==> src/rtl/branch_predictor.sv <==
// -----------------------------------------------------------------------------
// branch_predictor
//
// Dynamic branch predictor for the 5-stage core: a direct-mapped branch target
// buffer (BTB) where every entry carries a valid bit, a tag, a taken target and
// a saturating direction counter.
//
// The IF stage looks up its PC combinationally and gets a predicted next PC in
// the same cycle. The MEM stage hands back the resolved branch; the block flags
// a misprediction (with the correct next PC) combinationally and trains its
// tables on the following rising edge.
//
// Parameters
//   ADDR_W   PC / target width in bits
//   ENTRIES  number of BTB entries, power of two, >= 2
//   CTR_W    direction counter width, >= 1
//   CNT_W    width of the statistics counters
//
// Ports
//   clk              rising-edge clock
//   startin          asynchronous active-high reset
//   lk_pc            IF-stage PC to predict
//   lk_hit           valid entry with matching tag
//   lk_taken         predicted taken
//   lk_next_pc       predicted next PC
//   upd_valid        a resolved branch is presented this cycle
//   upd_pc           PC of the resolved branch
//   upd_taken        actual direction
//   upd_target       actual taken target
//   upd_pred_taken   direction that was predicted for this branch
//   upd_pred_target  next PC that was predicted for this branch
//   upd_mispredict   combinational misprediction flag
//   upd_redirect_pc  correct next PC for the resolved branch
//   flush_all        synchronous invalidate of every entry
//   stat_branches    saturating count of resolved branches
//   stat_mispred     saturating count of mispredictions
// -----------------------------------------------------------------------------
module branch_predictor #(
    parameter int ADDR_W  = 32,
    parameter int ENTRIES = 16,
    parameter int CTR_W   = 2,
    parameter int CNT_W   = 16
) (
    input  logic              clk,
    input  logic              startin,

    input  logic [ADDR_W-1:0] lk_pc,
    output logic              lk_hit,
    output logic              lk_taken,
    output logic [ADDR_W-1:0] lk_next_pc,

    input  logic              upd_valid,
    input  logic [ADDR_W-1:0] upd_pc,
    input  logic              upd_taken,
    input  logic [ADDR_W-1:0] upd_target,
    input  logic              upd_pred_taken,
    input  logic [ADDR_W-1:0] upd_pred_target,
    output logic              upd_mispredict,
    output logic [ADDR_W-1:0] upd_redirect_pc,

    input  logic              flush_all,

    output logic [CNT_W-1:0]  stat_branches,
    output logic [CNT_W-1:0]  stat_mispred
);

    // -------------------------------------------------------------------------
    // Derived constants
    // -------------------------------------------------------------------------
    localparam int IDX_W = $clog2(ENTRIES);
    localparam int TAG_W = ADDR_W - IDX_W - 2;

    localparam logic [CTR_W-1:0]  CTR_MAX     = {CTR_W{1'b1}};
    localparam logic [CTR_W-1:0]  CTR_ZERO    = '0;
    // Counter MSB set means "predict taken"; the two weak states straddle it.
    localparam logic [CTR_W-1:0]  CTR_WEAK_T  = CTR_W'(1) << (CTR_W - 1);
    localparam logic [CTR_W-1:0]  CTR_WEAK_NT = CTR_WEAK_T - CTR_W'(1);
    localparam logic [CNT_W-1:0]  CNT_MAX     = {CNT_W{1'b1}};
    localparam logic [ADDR_W-1:0] PC_STEP     = ADDR_W'(4);

    // -------------------------------------------------------------------------
    // Storage (flop arrays, zero read latency)
    // -------------------------------------------------------------------------
    logic [ENTRIES-1:0]             valid_q,  valid_d;
    logic [ENTRIES-1:0][CTR_W-1:0]  ctr_q,    ctr_d;
    logic [ENTRIES-1:0][TAG_W-1:0]  tag_q,    tag_d;
    logic [ENTRIES-1:0][ADDR_W-1:0] target_q, target_d;

    logic [CNT_W-1:0] stat_branches_q, stat_branches_d;
    logic [CNT_W-1:0] stat_mispred_q,  stat_mispred_d;

    // -------------------------------------------------------------------------
    // Address decomposition. The low two PC bits never take part: instructions
    // are word aligned.
    // -------------------------------------------------------------------------
    logic [IDX_W-1:0]  lk_idx;
    logic [TAG_W-1:0]  lk_tag;
    logic [IDX_W-1:0]  upd_idx;
    logic [TAG_W-1:0]  upd_tag;
    logic [ADDR_W-1:0] lk_pc_plus4;
    logic [ADDR_W-1:0] upd_pc_plus4;

    assign lk_idx       = lk_pc[IDX_W+1:2];
    assign lk_tag       = lk_pc[ADDR_W-1:IDX_W+2];
    assign upd_idx      = upd_pc[IDX_W+1:2];
    assign upd_tag      = upd_pc[ADDR_W-1:IDX_W+2];

    // Fall-through wraps at the top of the address space.
    assign lk_pc_plus4  = lk_pc + PC_STEP;
    assign upd_pc_plus4 = upd_pc + PC_STEP;

    // -------------------------------------------------------------------------
    // Lookup. Reads the registered state only, so a same-cycle update to the
    // same entry is not visible until the following cycle. Because valid_q is
    // cleared asynchronously, an asserted reset forces a miss at once.
    // -------------------------------------------------------------------------
    logic lk_hit_c;
    logic lk_taken_c;

    always_comb begin
        lk_hit_c   = valid_q[lk_idx] && (tag_q[lk_idx] == lk_tag);
        lk_taken_c = lk_hit_c && ctr_q[lk_idx][CTR_W-1];
        lk_next_pc = lk_taken_c ? target_q[lk_idx] : lk_pc_plus4;
    end

    assign lk_hit   = lk_hit_c;
    assign lk_taken = lk_taken_c;

    // -------------------------------------------------------------------------
    // Misprediction check on the resolved branch. A wrong direction is always
    // a mispredict; a correct "taken" still mispredicts if the target the
    // front end followed was stale.
    // -------------------------------------------------------------------------
    logic dir_wrong;
    logic tgt_wrong;

    always_comb begin
        dir_wrong       = (upd_pred_taken != upd_taken);
        tgt_wrong       = upd_taken && upd_pred_taken &&
                          (upd_pred_target != upd_target);
        upd_mispredict  = upd_valid && (dir_wrong || tgt_wrong);
        upd_redirect_pc = (upd_valid && upd_taken) ? upd_target : upd_pc_plus4;
    end

    // -------------------------------------------------------------------------
    // Table training. flush_all wins over a coincident update: every entry is
    // invalidated and the update trains nothing. Counters and targets are left
    // alone by the flush; with valid cleared they are unreachable, and any
    // later allocation rewrites them.
    // A not-taken branch that misses is not worth an entry, so it is ignored.
    // -------------------------------------------------------------------------
    logic upd_hit;

    always_comb begin
        valid_d  = valid_q;
        ctr_d    = ctr_q;
        tag_d    = tag_q;
        target_d = target_q;
        upd_hit  = valid_q[upd_idx] && (tag_q[upd_idx] == upd_tag);

        if (flush_all) begin
            valid_d = '0;
        end else if (upd_valid) begin
            if (upd_hit) begin
                if (upd_taken) begin
                    if (ctr_q[upd_idx] != CTR_MAX) begin
                        ctr_d[upd_idx] = ctr_q[upd_idx] + CTR_W'(1);
                    end
                    target_d[upd_idx] = upd_target;
                end else begin
                    if (ctr_q[upd_idx] != CTR_ZERO) begin
                        ctr_d[upd_idx] = ctr_q[upd_idx] - CTR_W'(1);
                    end
                end
            end else if (upd_taken) begin
                // Allocation overwrites whatever alias lived in this slot.
                valid_d[upd_idx]  = 1'b1;
                tag_d[upd_idx]    = upd_tag;
                target_d[upd_idx] = upd_target;
                ctr_d[upd_idx]    = CTR_WEAK_T;
            end
        end
    end

    // -------------------------------------------------------------------------
    // Statistics. Both counters stick at all-ones rather than wrapping, and
    // keep counting while a flush is in progress.
    // -------------------------------------------------------------------------
    always_comb begin
        stat_branches_d = stat_branches_q;
        stat_mispred_d  = stat_mispred_q;

        if (upd_valid && (stat_branches_q != CNT_MAX)) begin
            stat_branches_d = stat_branches_q + CNT_W'(1);
        end
        if (upd_mispredict && (stat_mispred_q != CNT_MAX)) begin
            stat_mispred_d = stat_mispred_q + CNT_W'(1);
        end
    end

    assign stat_branches = stat_branches_q;
    assign stat_mispred  = stat_mispred_q;

    // -------------------------------------------------------------------------
    // Control state with asynchronous reset: valid bits, direction counters
    // and statistics. Reset leaves every counter weakly not-taken so a fresh
    // allocation or a lone taken outcome is needed before predicting taken.
    // -------------------------------------------------------------------------
    always_ff @(posedge clk or posedge startin) begin
        if (startin) begin
            valid_q         <= '0;
            ctr_q           <= {ENTRIES{CTR_WEAK_NT}};
            stat_branches_q <= '0;
            stat_mispred_q  <= '0;
        end else begin
            valid_q         <= valid_d;
            ctr_q           <= ctr_d;
            stat_branches_q <= stat_branches_d;
            stat_mispred_q  <= stat_mispred_d;
        end
    end

    // -------------------------------------------------------------------------
    // Tag and target arrays carry no reset: they are only ever observed
    // through a set valid bit, and valid is always written together with them.
    // -------------------------------------------------------------------------
    always_ff @(posedge clk) begin
        tag_q    <= tag_d;
        target_q <= target_d;
    end

endmodule

==> config.mk <==
export PLATFORM = sky130hd
export DESIGN_NAME = branch_predictor
export DESIGN_NICKNAME = d
export VERILOG_FILES = /design/src/rtl/branch_predictor.sv
export SDC_FILE = /design/constraint.sdc
export NUM_CORES = 1
export LEC_CHECK = 0
export CORE_MARGIN = 2
export CORE_UTILIZATION = 48
export CTS_CLUSTER_SIZE = 20
export DETAILED_ROUTE_END_ITERATION = 8
export HOLD_SLACK_MARGIN = 0.03
export PLACE_DENSITY = 0.66
export RECOVER_POWER = 50
export SLEW_MARGIN = 15
export SYNTH_ARGS = -nofsm -noshare
export SYNTH_HDL_FRONTEND = slang
export SYNTH_SLANG_ARGS = --single-unit
==> constraint.sdc <==
create_clock -name clk -period 8.1 [get_ports clk]
set_clock_uncertainty 0.2 [all_clocks]
set_input_delay 0.81 -clock clk [delete_from_list [all_inputs] [get_ports clk]]
set_output_delay 0.81 -clock clk [all_outputs]
set_load 0.005 [all_outputs]
# Word level (Yosys, flattened, before mapping)
# Cells that the tools add are included.
op_classes:
  n_bitwise: 6
  n_eq_ne: 9
  magnitude_cmp: 3
  n_mux: 37
  n_addsub: 6
  reduce_logical: 20
op_table:
  columns: ["cell", "count"]
  rows:
  - ["bitwise mux 512 bit", 1]
  - ["bitwise mux 416 bit", 1]
  - ["two-way mux 32 bit", 9]
  - ["binary-select mux 26 bit (select 4 bit)", 2]
  - ["binary-select mux 32 bit (select 4 bit)", 1]
  - ["demux 32 bit (select 4 bit)", 1]
  - ["demux 26 bit (select 4 bit)", 1]
  - ["two-way mux 26 bit", 3]
  - ["adder 32 x 3 -> 32 bit (second input constant)", 2]
  - ["bitwise mux 32 bit", 2]
  - ["two-way mux 16 bit", 4]
  - ["== test 26 bit", 2]
  - ["adder 16 x 1 -> 16 bit (second input constant)", 2]
  - ["!= test 16 bit (second input constant)", 2]
  - ["!= test 32 bit", 1]
  - ["bitwise OR 16 bit", 2]
  - ["AND 16 bit", 1]
  - ["binary-select mux 2 bit (select 4 bit)", 2]
  - ["NOT 16 bit", 1]
  - ["logical AND 1 bit", 10]
  - ["< comparator 4 x 5 -> 1 bit (second input constant)", 2]
  - ["nonzero test 2 bit", 5]
  - ["binary-select mux 1 bit (select 4 bit)", 2]
  - ["demux 2 bit (select 4 bit)", 1]
  - ["14 further kinds", 21]
totals:
  ff_bits: 1008
  in_bits: 134
  wordCells: 132

# Longest topological paths before layout
# Gate-level depths: netlist (run 1).
depth:
  ltp_word: 9
  ltp_mapped: 15

# Worst setup path before layout (run 1)
# Ideal clock, no wire load.
synth_timing:
  path_kind: "input-to-output"
  start: "input lk_pc[3]"
  end: "output lk_next_pc[30]"
  path_slack_ns: 3.042
  arrival_time_ns: 4.048
  stages: 13
  t_required_ns: 7.090
  cell_sequence: "clkbuf_1 -> buf_2 -> buf_1 -> mux4_2 -> mux4_2 -> xor2_1 -> nor4_1 -> nand3_1 -> nor4_4 -> and2_1 -> buf_4 -> buf_4 -> mux2_1"
synth_between:
  elab_chain_cells: 6
  word_cells_on_any_way: 13
  classes_between: "add/sub: 1; eq/ne: 1; mux: 9; reduce/logical: 2"
synth_rtl:
  columns: ["item", "line", "source"]
  rows:
  - ["start, declared", "47", "input logic [ADDR_W-1:0] lk_pc,"]
  - ["binary-select mux 26 bit (select 4 bit)", "121", "lk_hit_c = valid_q[lk_idx] && (tag_q[lk_idx] == lk_tag);"]
  - ["two-way mux 26 bit (not written as such)", "121", null]
  - ["== test 26 bit", "121", null]
  - ["logical AND 1 bit (*)", "121", null]
  - ["named net lk_hit", "48", "output logic lk_hit,"]
  - ["logical AND 1 bit (*)", "122", "lk_taken_c = lk_hit_c && ctr_q[lk_idx][CTR_W-1];"]
  - ["named net lk_taken", "49", "output logic lk_taken,"]
  - ["two-way mux 32 bit (*)", "123", "lk_next_pc = lk_taken_c ? target_q[lk_idx] : lk_pc_plus4;"]
  - ["end, declared", "50", "output logic [ADDR_W-1:0] lk_next_pc,"]
# The timed path passes the listed nets; every way through them passes the cells marked *. The select of a mux whose other input is x is not followed.

# Final worst setup path (run 1)
layout_timing:
  start: "input lk_pc[2]"
  end: "output lk_next_pc[3]"
layout_between:
  elab_chain_cells: 6
  word_cells_on_any_way: 13
  classes_between: "add/sub: 1; eq/ne: 1; mux: 9; reduce/logical: 2"
layout_rtl:
  columns: ["item", "line"]
  rows:
  - ["binary-select mux 26 bit (select 4 bit)", "121"]
  - ["two-way mux 26 bit (not written as such)", "121"]
  - ["== test 26 bit", "121"]
  - ["logical AND 1 bit", "121"]
  - ["logical AND 1 bit", "122"]
  - ["two-way mux 32 bit (*)", "123"]
# Every way passes the cells marked *; elsewhere a longest branch is shown, timed or not. The select of a mux whose other input is x is not followed.

==> results of run 1 <==
-- cell families (layout without fill, tap and decap cells) --
kind of cell	after synthesis	after routing	share of synthesized area
and+or+nand+nor	363	363	0.0396
adders and majority gates	10	10	0.00273
muxes	540	540	0.222
DFF	1008	1008	0.653
xor gates and xnor gates	163	163	0.0312
other	0	2	0
buffers and inverters	204	566	0.0205
AOI/OAI and AO/OA	191	191	0.0308
-- worst min path at each step --
stage | start | to | slack, ns | cells after the start
2_1_floorplan | valid_q[15] | valid_q[15] | 0.27 | 1
3_3_place_gp | ctr_q[11] | ctr_q[11] | 0.28 | 1
3_5_place_dp | stat_mispred[5] | stat_mispred[5] | 0.28 | 1
4_1_cts | stat_mispred[5] | stat_mispred[5] | 0.29 | 1
5_1_grt | stat_mispred[5] | stat_mispred[5] | 0.29 | 1
6_report | stat_mispred[5] | stat_mispred[5] | 0.28 | 1
-- critical path, delay by kind of cell --
kind | cells | cell delay, ns
AND/OR/NAND/NOR | 4 | 2.27
multiplexers | 3 | 1.44
buffers and inverters | 3 | 1.31
XOR/XNOR | 1 | 0.16
-- layer usage --
layer	up-vias	wire [um]
met5	-	86
met4	14	6270
met3	340	15800
met2	1769	65900
met1	13964	50700
li1	10765	-
-- sequential cells by signal, summed over array words and instances (netlist names) --
| signal | cells |
|---|---|
| ctr_q | 32 |
| stat_mispred | 16 |
| tag_q | 416 |
| target_q | 512 |
| valid_q | 16 |
| stat_branches | 16 |
-- power groups by stage --
stage | clock network, uW | registers (uW) | logic [uW]
floorplan | 0 | 5920 | 588
global placement | 0 | 5930 | 1100
detailed placement | 0 | 5940 | 1110
CTS | 5020 | 5830 | 1120
global route | 5220 | 5830 | 1160
finish | 4970 | 5830 | 1100
-- final cells by class --
type,instances,area share
Antenna cell,2,0.0000941
Clock buffer,125,0.0508
Clock inverter,65,0.0155
Inverter,45,0.00317
Multi-Input combinational cell,1267,0.282
Sequential cell,1008,0.562
Tap cell,1265,0.0297
Timing Repair Buffer,331,0.0570
-- cell usage in the layout (no fill, tap or decap), types with 16 or more instances in the layout --
master,instances
edfxtp_1,928
mux4_2,374
clkdlybuf4s50_1,133
xnor2_1,118
nand2_1,116
clkbuf_16,104
mux2i_1,96
dlygate4sd3_1,92
buf_4,72
dfrtp_1,64
nand3_1,61
o21ai_0,48
mux2_2,47
xor2_1,45
nor2_1,44
clkbuf_1,43
a22oi_1,31
nand4_1,30
inv_1,28
and3_1,24
mux2_1,23
clkinv_2,20
nor3_1,18
bufinv_16,17
inv_2,16
dfstp_2,16
-- stage by stage --
step | hold WS [ns] | area, um2 | utilization | std cells | total power, uW
2_1_floorplan | 0.265 | 45800 | - | 2479 | 6510
3_3_place_gp | 0.282 | 49800 | 0.525 | 3916 | 7030
3_5_place_dp | 0.281 | 49800 | 0.525 | 3916 | 7050
4_1_cts | 0.291 | 53300 | 0.563 | 4106 | 12000
5_1_grt | 0.295 | 53200 | 0.562 | 4106 | 12200
6_report | 0.283 | 53200 | 0.562 | 4108 | 11900
==> results.py, run 1 <==
metrics = {
    "run_status": {
        "run_status": "finished, violations left",
        "failed_checks": "max-capacitance violations, max-slew violations",
    },
    "pwr": {
        "vdd_drop_max_uv": 180,
        "powerDensity_mw_per_mm2": 224,
        "power.switching_uw": 2710,
        "swShare": 0.228,
        "leakagePower_uw": 0.0175,
        "power_frac_clock": 0.417,
        "intPower_uw": 9180,
        "pwr-share-seq": 0.490,
        "p_comb_frac": 0.093,
    },
    "worst_setup_path": {
        "crit_type": "primary input to output port",
        "path_cells": "buf_8, buf_4, mux4_2, mux4_2, xor2_1, nor4_1, nand3_1, nor4_4, and2_2, mux2_1, clkdlybuf4s50_1",
        "critPathCapture": "lk_next_pc[3]",
        "reg2regPathDepth": 9,
        "crit_required_ns": 7.09,
        "cp_common_cell": "mux4_2",
        "crit_fanout": 55,
        "cp_slowest_cell": "and2_2",
        "reg2reg_from": "tag_q[183]",
        "r2r-end": "tag_q[189]",
        "crit_arrival_ns": 6.09,
        "reg2reg_slack_ns": 2.67,
        "critPathMaxStageDelay_ns": 0.93,
        "start_kind": "primary input",
        "end_kind": "output port",
        "crit_start": "lk_pc[2]",
    },
    "sta": {
        "finalSetupViolCount": 0,
        "fin_crit_sh": 0.877,
        "min_period_ns": 7.10,
        "slew_headroom": -1.86,
        "finalWorstSetupSlack_ns": 0.995,
        "final_hold_viol_count": 0,
        "tightestPinTransition_ns": 4.29,
        "rsz0062_at_grt": "false",
        "clock.fmax_mhz": 141,
        "finalSetupTns_ns": 0,
        "slew_violations": 114,
    },
    "floorplanning": {
        "std_cell_rows": 113,
        "num_io_pins": 233,
        "die_h_um": 313,
        "coreArea_mm2": 0.0947,
        "die_x_um": 313,
        "start_util": 0.483,
        "fp.dieArea_mm2": 0.0979,
    },
    "layout": {
        "drive_gt1_frac": 0.253,
        "fin_nets": 2900,
        "register_area_mm2": 0.0299,
        "num-fill-cells": 7132,
        "syn_to_final_growth_pct": 16.2,
        "multi_input_area_mm2": 0.0150,
    },
    "synth": {
        "yosys_warnings": 0,
        "async_reset_ff_frac": 0.0794,
        "syn_inst": 2479,
        "synth_area_leaders": "edfxtp_1 (61%), mux4_2 (18%), dfrtp_1 (3.5%), xnor2_1 (2.3%), mux2i_1 (2.1%)",
        "syn_avg_cell_area_um2": 18.5,
        "yosysMostFrequentCell": "edfxtp_1",
        "ys.flop_type": "edfxtp_1",
        "syn-num-nets": 2623,
        "ys_seq_area_frac": 0.653,
        "synth_edf_count": 928,
        "synth_top_area_cell": "edfxtp_1",
        "netlist_area_mm2": 0.0458,
        "synth_top_area_share": 0.609,
        "synth-seq-cells": 1008,
        "synth_cell_types": 72,
        "ys_top_cells_by_count": "edfxtp_1 (928), mux4_2 (374), xnor2_1 (118)",
    },
    "global_route": {
        "met1_usage": 0.384,
        "grt_pass1_wl_mm": 197,
        "grt_overflow": 0,
        "grt_busiest_layer": "met2",
        "gr-usage-met2": 0.451,
        "antenna_found_initial": 17,
        "grt_max_degree": 95,
        "grt_pass1_vias": 26971,
        "grt_usage": 0.284,
        "use_met3": 0.0605,
    },
    "place": {
        "dp_hpwl_mm": 87.8,
        "pre_cts_slack_ns": 0.977,
        "gp_congestion": 0.944,
        "io_buffers": 232,
    },
    "clock_tree": {
        "clock-root-buffer": "clkbuf_16",
        "clock_sinks": 1008,
        "clock_latency_ns": 0.71,
        "cts_buffers": 103,
        "post_cts_buffers": 0,
        "cts_hold_repair.buffers": 0,
        "post_cts_resized": 0,
        "clock_path_buffers": 3,
        "htree_levels": 3,
        "cts_tree": "yes",
        "clkTransAtPathRegs_ns": 0.06,
    },
    "route": {
        "wire_per_inst_um": 33.8,
        "vias": 26852,
        "drtIter0Drc": 3882,
        "drcViolationCount": 0,
        "drtPass1Iterations": 7,
        "antenna_left": 0,
        "routed_wl_mm": 139,
        "drt-vias-per-instance": 6.54,
    },
    "flow_run": {
        "cap_violations": 3,
    },
    "worst_hold_path": {
        "hp-class": "flip-flop to flip-flop",
    },
}
(Power assumes the default switching activity.)
==> run 2, diff against run 1 <==
==> constraint.sdc (replaced) <==
create_clock -name clk -period 8.1 [get_ports clk]
set_clock_uncertainty 0.2 [all_clocks]
set_input_delay 1.62 -clock clk [delete_from_list [all_inputs] [get_ports clk]]
set_output_delay 1.62 -clock clk [all_outputs]
set_load 0.005 [all_outputs]
==> results.py, run 2 (synthesized netlist as in run 1, its figures left out) <==
metrics = {
    "run_status": {
        "run_status": "finished, violations left",
        "failed_checks": "max-capacitance violations, max-slew violations",
    },
    "layout": {
        "regMostFlops": "target_q",
        "postLayoutCellArea_mm2": 0.0534,
        "fin_nets": 2931,
        "layout_common_cells": "edfxtp_1 (928), mux4_2 (374), clkdlybuf4s50_1 (133), xnor2_1 (118), nand2_1 (116)",
        "final_common_cell": "edfxtp_1",
        "syn_to_final_growth_pct": 16.7,
        "num-fill-cells": 7091,
        "top_regs": "target_q: 512 flops, tag_q: 416 flops, ctr_q: 32 flops",
        "largest_reg_flops": 512,
        "drive_gt1_frac": 0.254,
    },
    "route": {
        "drt-vias-per-instance": 6.55,
        "vias": 27132,
        "drtIter0Drc": 4155,
        "routed_wl_mm": 141,
        "drtPass1Iterations": 7,
        "wire_per_inst_um": 34.1,
        "drcViolationCount": 0,
        "antenna_left": 0,
    },
    "floorplanning": {
        "die_h_um": 313,
        "die_x_um": 313,
        "std_cell_rows": 113,
        "fp.dieArea_mm2": 0.0979,
        "num_io_pins": 233,
        "start_util": 0.483,
        "coreArea_mm2": 0.0947,
    },
    "clock_tree": {
        "clkTransAtPathRegs_ns": 0.06,
        "cts_tree": "yes",
        "clock_path_buffers": 3,
        "cts_buffers": 103,
        "htree_levels": 3,
        "clock-root-buffer": "clkbuf_16",
        "clock_latency_ns": 0.69,
        "cts_hold_repair.buffers": 0,
        "clock_sinks": 1008,
    },
    "global_route": {
        "grt_overflow": 0,
        "grt_usage": 0.287,
        "grt_max_degree": 104,
        "grt_pass1_vias": 26774,
        "grt_pass1_wl_mm": 199,
        "antenna_found_initial": 4,
    },
    "worst_hold_path": {
        "hp-class": "flip-flop to flip-flop",
        "worstHoldStart": "stat_mispred[5]",
    },
    "sta": {
        "final_hold_viol_count": 0,
        "tightestPinTransition_ns": 4.30,
        "finalSetupViolCount": 0,
        "min_period_ns": 7.89,
        "slew_violations": 114,
        "fin_crit_sh": 0.974,
        "finalSetupTns_ns": 0,
        "clock.fmax_mhz": 127,
        "slew_headroom": -1.87,
        "rsz0062_at_grt": "false",
    },
    "place": {
        "post_dp_cell_area_mm2": 0.0501,
        "io_buffers": 232,
        "gp_congestion": 0.945,
        "dp_hpwl_mm": 91.1,
    },
    "worst_setup_path": {
        "crit_type": "primary input to output port",
        "critPathMaxStageDelay_ns": 0.54,
        "reg2reg_from": "tag_q[105]",
        "crit_required_ns": 6.28,
        "start_kind": "primary input",
        "cp_slowest_cell": "nor4_1",
        "path_cells": "buf_8, buf_12, mux4_2, mux4_2, xor2_1, nor4_1, nand3_1, nor4_4, and2_2, buf_12, mux2_1, clkdlybuf4s50_1",
        "end_kind": "output port",
        "crit_start": "lk_pc[2]",
        "crit_arrival_ns": 6.07,
        "path_delay_family": "simple AND/OR/NAND/NOR gates",
        "critPathBufInv": 4,
        "crit_fanout": 33,
    },
    "pwr": {
        "leakagePower_uw": 0.0176,
        "powerDensity_mw_per_mm2": 220,
        "total_power_uw": 11800,
        "intPower_uw": 9070,
        "swShare": 0.229,
        "power.switching_uw": 2700,
        "p_comb_frac": 0.096,
        "pwr-share-seq": 0.495,
        "power_frac_clock": 0.409,
        "vdd_drop_max_uv": 184,
    },
    "flow_run": {
        "cap_violations": 2,
    },
}
[run 2: cell count changes in the layout (fill, tap and decap cells not counted), sizes merged]
cell	before	now
buf	81	105
clkbuf	150	161
bufinv	17	12
clkinv	39	44
clkinvlp	6	4
diode	2	4
[run 2: final timing paths]
kind	endpoint	cells after the start	slack, ns
worst max-delay path	lk_next_pc[28]	12	0.21
worst min-delay path	stat_mispred[5]	1	0.29
worst max register to register	tag_q[148]	9	3.18
worst min register to register	stat_mispred[5]	1	0.29
max in group asynchronous	stat_mispred[11]	3	2.38
min in group asynchronous	stat_mispred[5]	3	2.88
[run 2: final cells by class]
cell class                 count  area, um2  share of cell area
timing repair buffer         362       3320              0.0621
tap                         1265       1580              0.0296
multi-input combinational   1267      15000               0.281
antenna                        4       10.0            0.000187
clock inverter                63        671              0.0126
sequential                  1008      29900               0.560
inverter                      45        169             0.00316
clock buffer                 129       2760              0.0516
[run 2: power groups by stage]
| stage | sequential (uW) | clock (uW) | combinational [uW] |
|---|---|---|---|
| 2_1_floorplan | 5920 | 0 | 588 |
| 3_3_place_gp | 5930 | 0 | 1130 |
| 3_5_place_dp | 5940 | 0 | 1140 |
| 4_1_cts | 5830 | 4860 | 1150 |
| 5_1_grt | 5840 | 5060 | 1190 |
| 6_report | 5830 | 4810 | 1130 |
[run 2: metrics by stage]
stage	hold slack, ns	util	std cells	worst slack [ns]
after global routing	0.310	0.564	4139	0.147
after global placement	0.277	0.529	3947	0.241
after CTS	0.300	0.565	4139	0.205
final	0.289	0.564	4143	0.212
after floorplan	0.265	-	2479	1.42
after detailed placement	0.288	0.529	3947	0.187
[run 2: timing repair]
action	in CTS	in global routing
setup buffers	0	0
gates resized for setup	0	1
setup endpoints to repair	0	6
[run 2: routing by layer]
layer,vias up,part of all wire,global-route usage
met4,0,0.046,0.118
met3,317,0.11,0.0704
met5,-,0,0
met2,1803,0.46,0.445
li1,10850,-,-
met1,14162,0.38,0.394
[run 2: worst register-to-register path: cells and delay by family (launching register included)]
kind | cells | cell delay, ns
simple gates | 3 | 1.58
compound gates | 3 | 1.03
buf+inv | 1 | 0.50
xor+xnor | 1 | 0.33
mux | 1 | 0.51
flops | 1 | 0.40
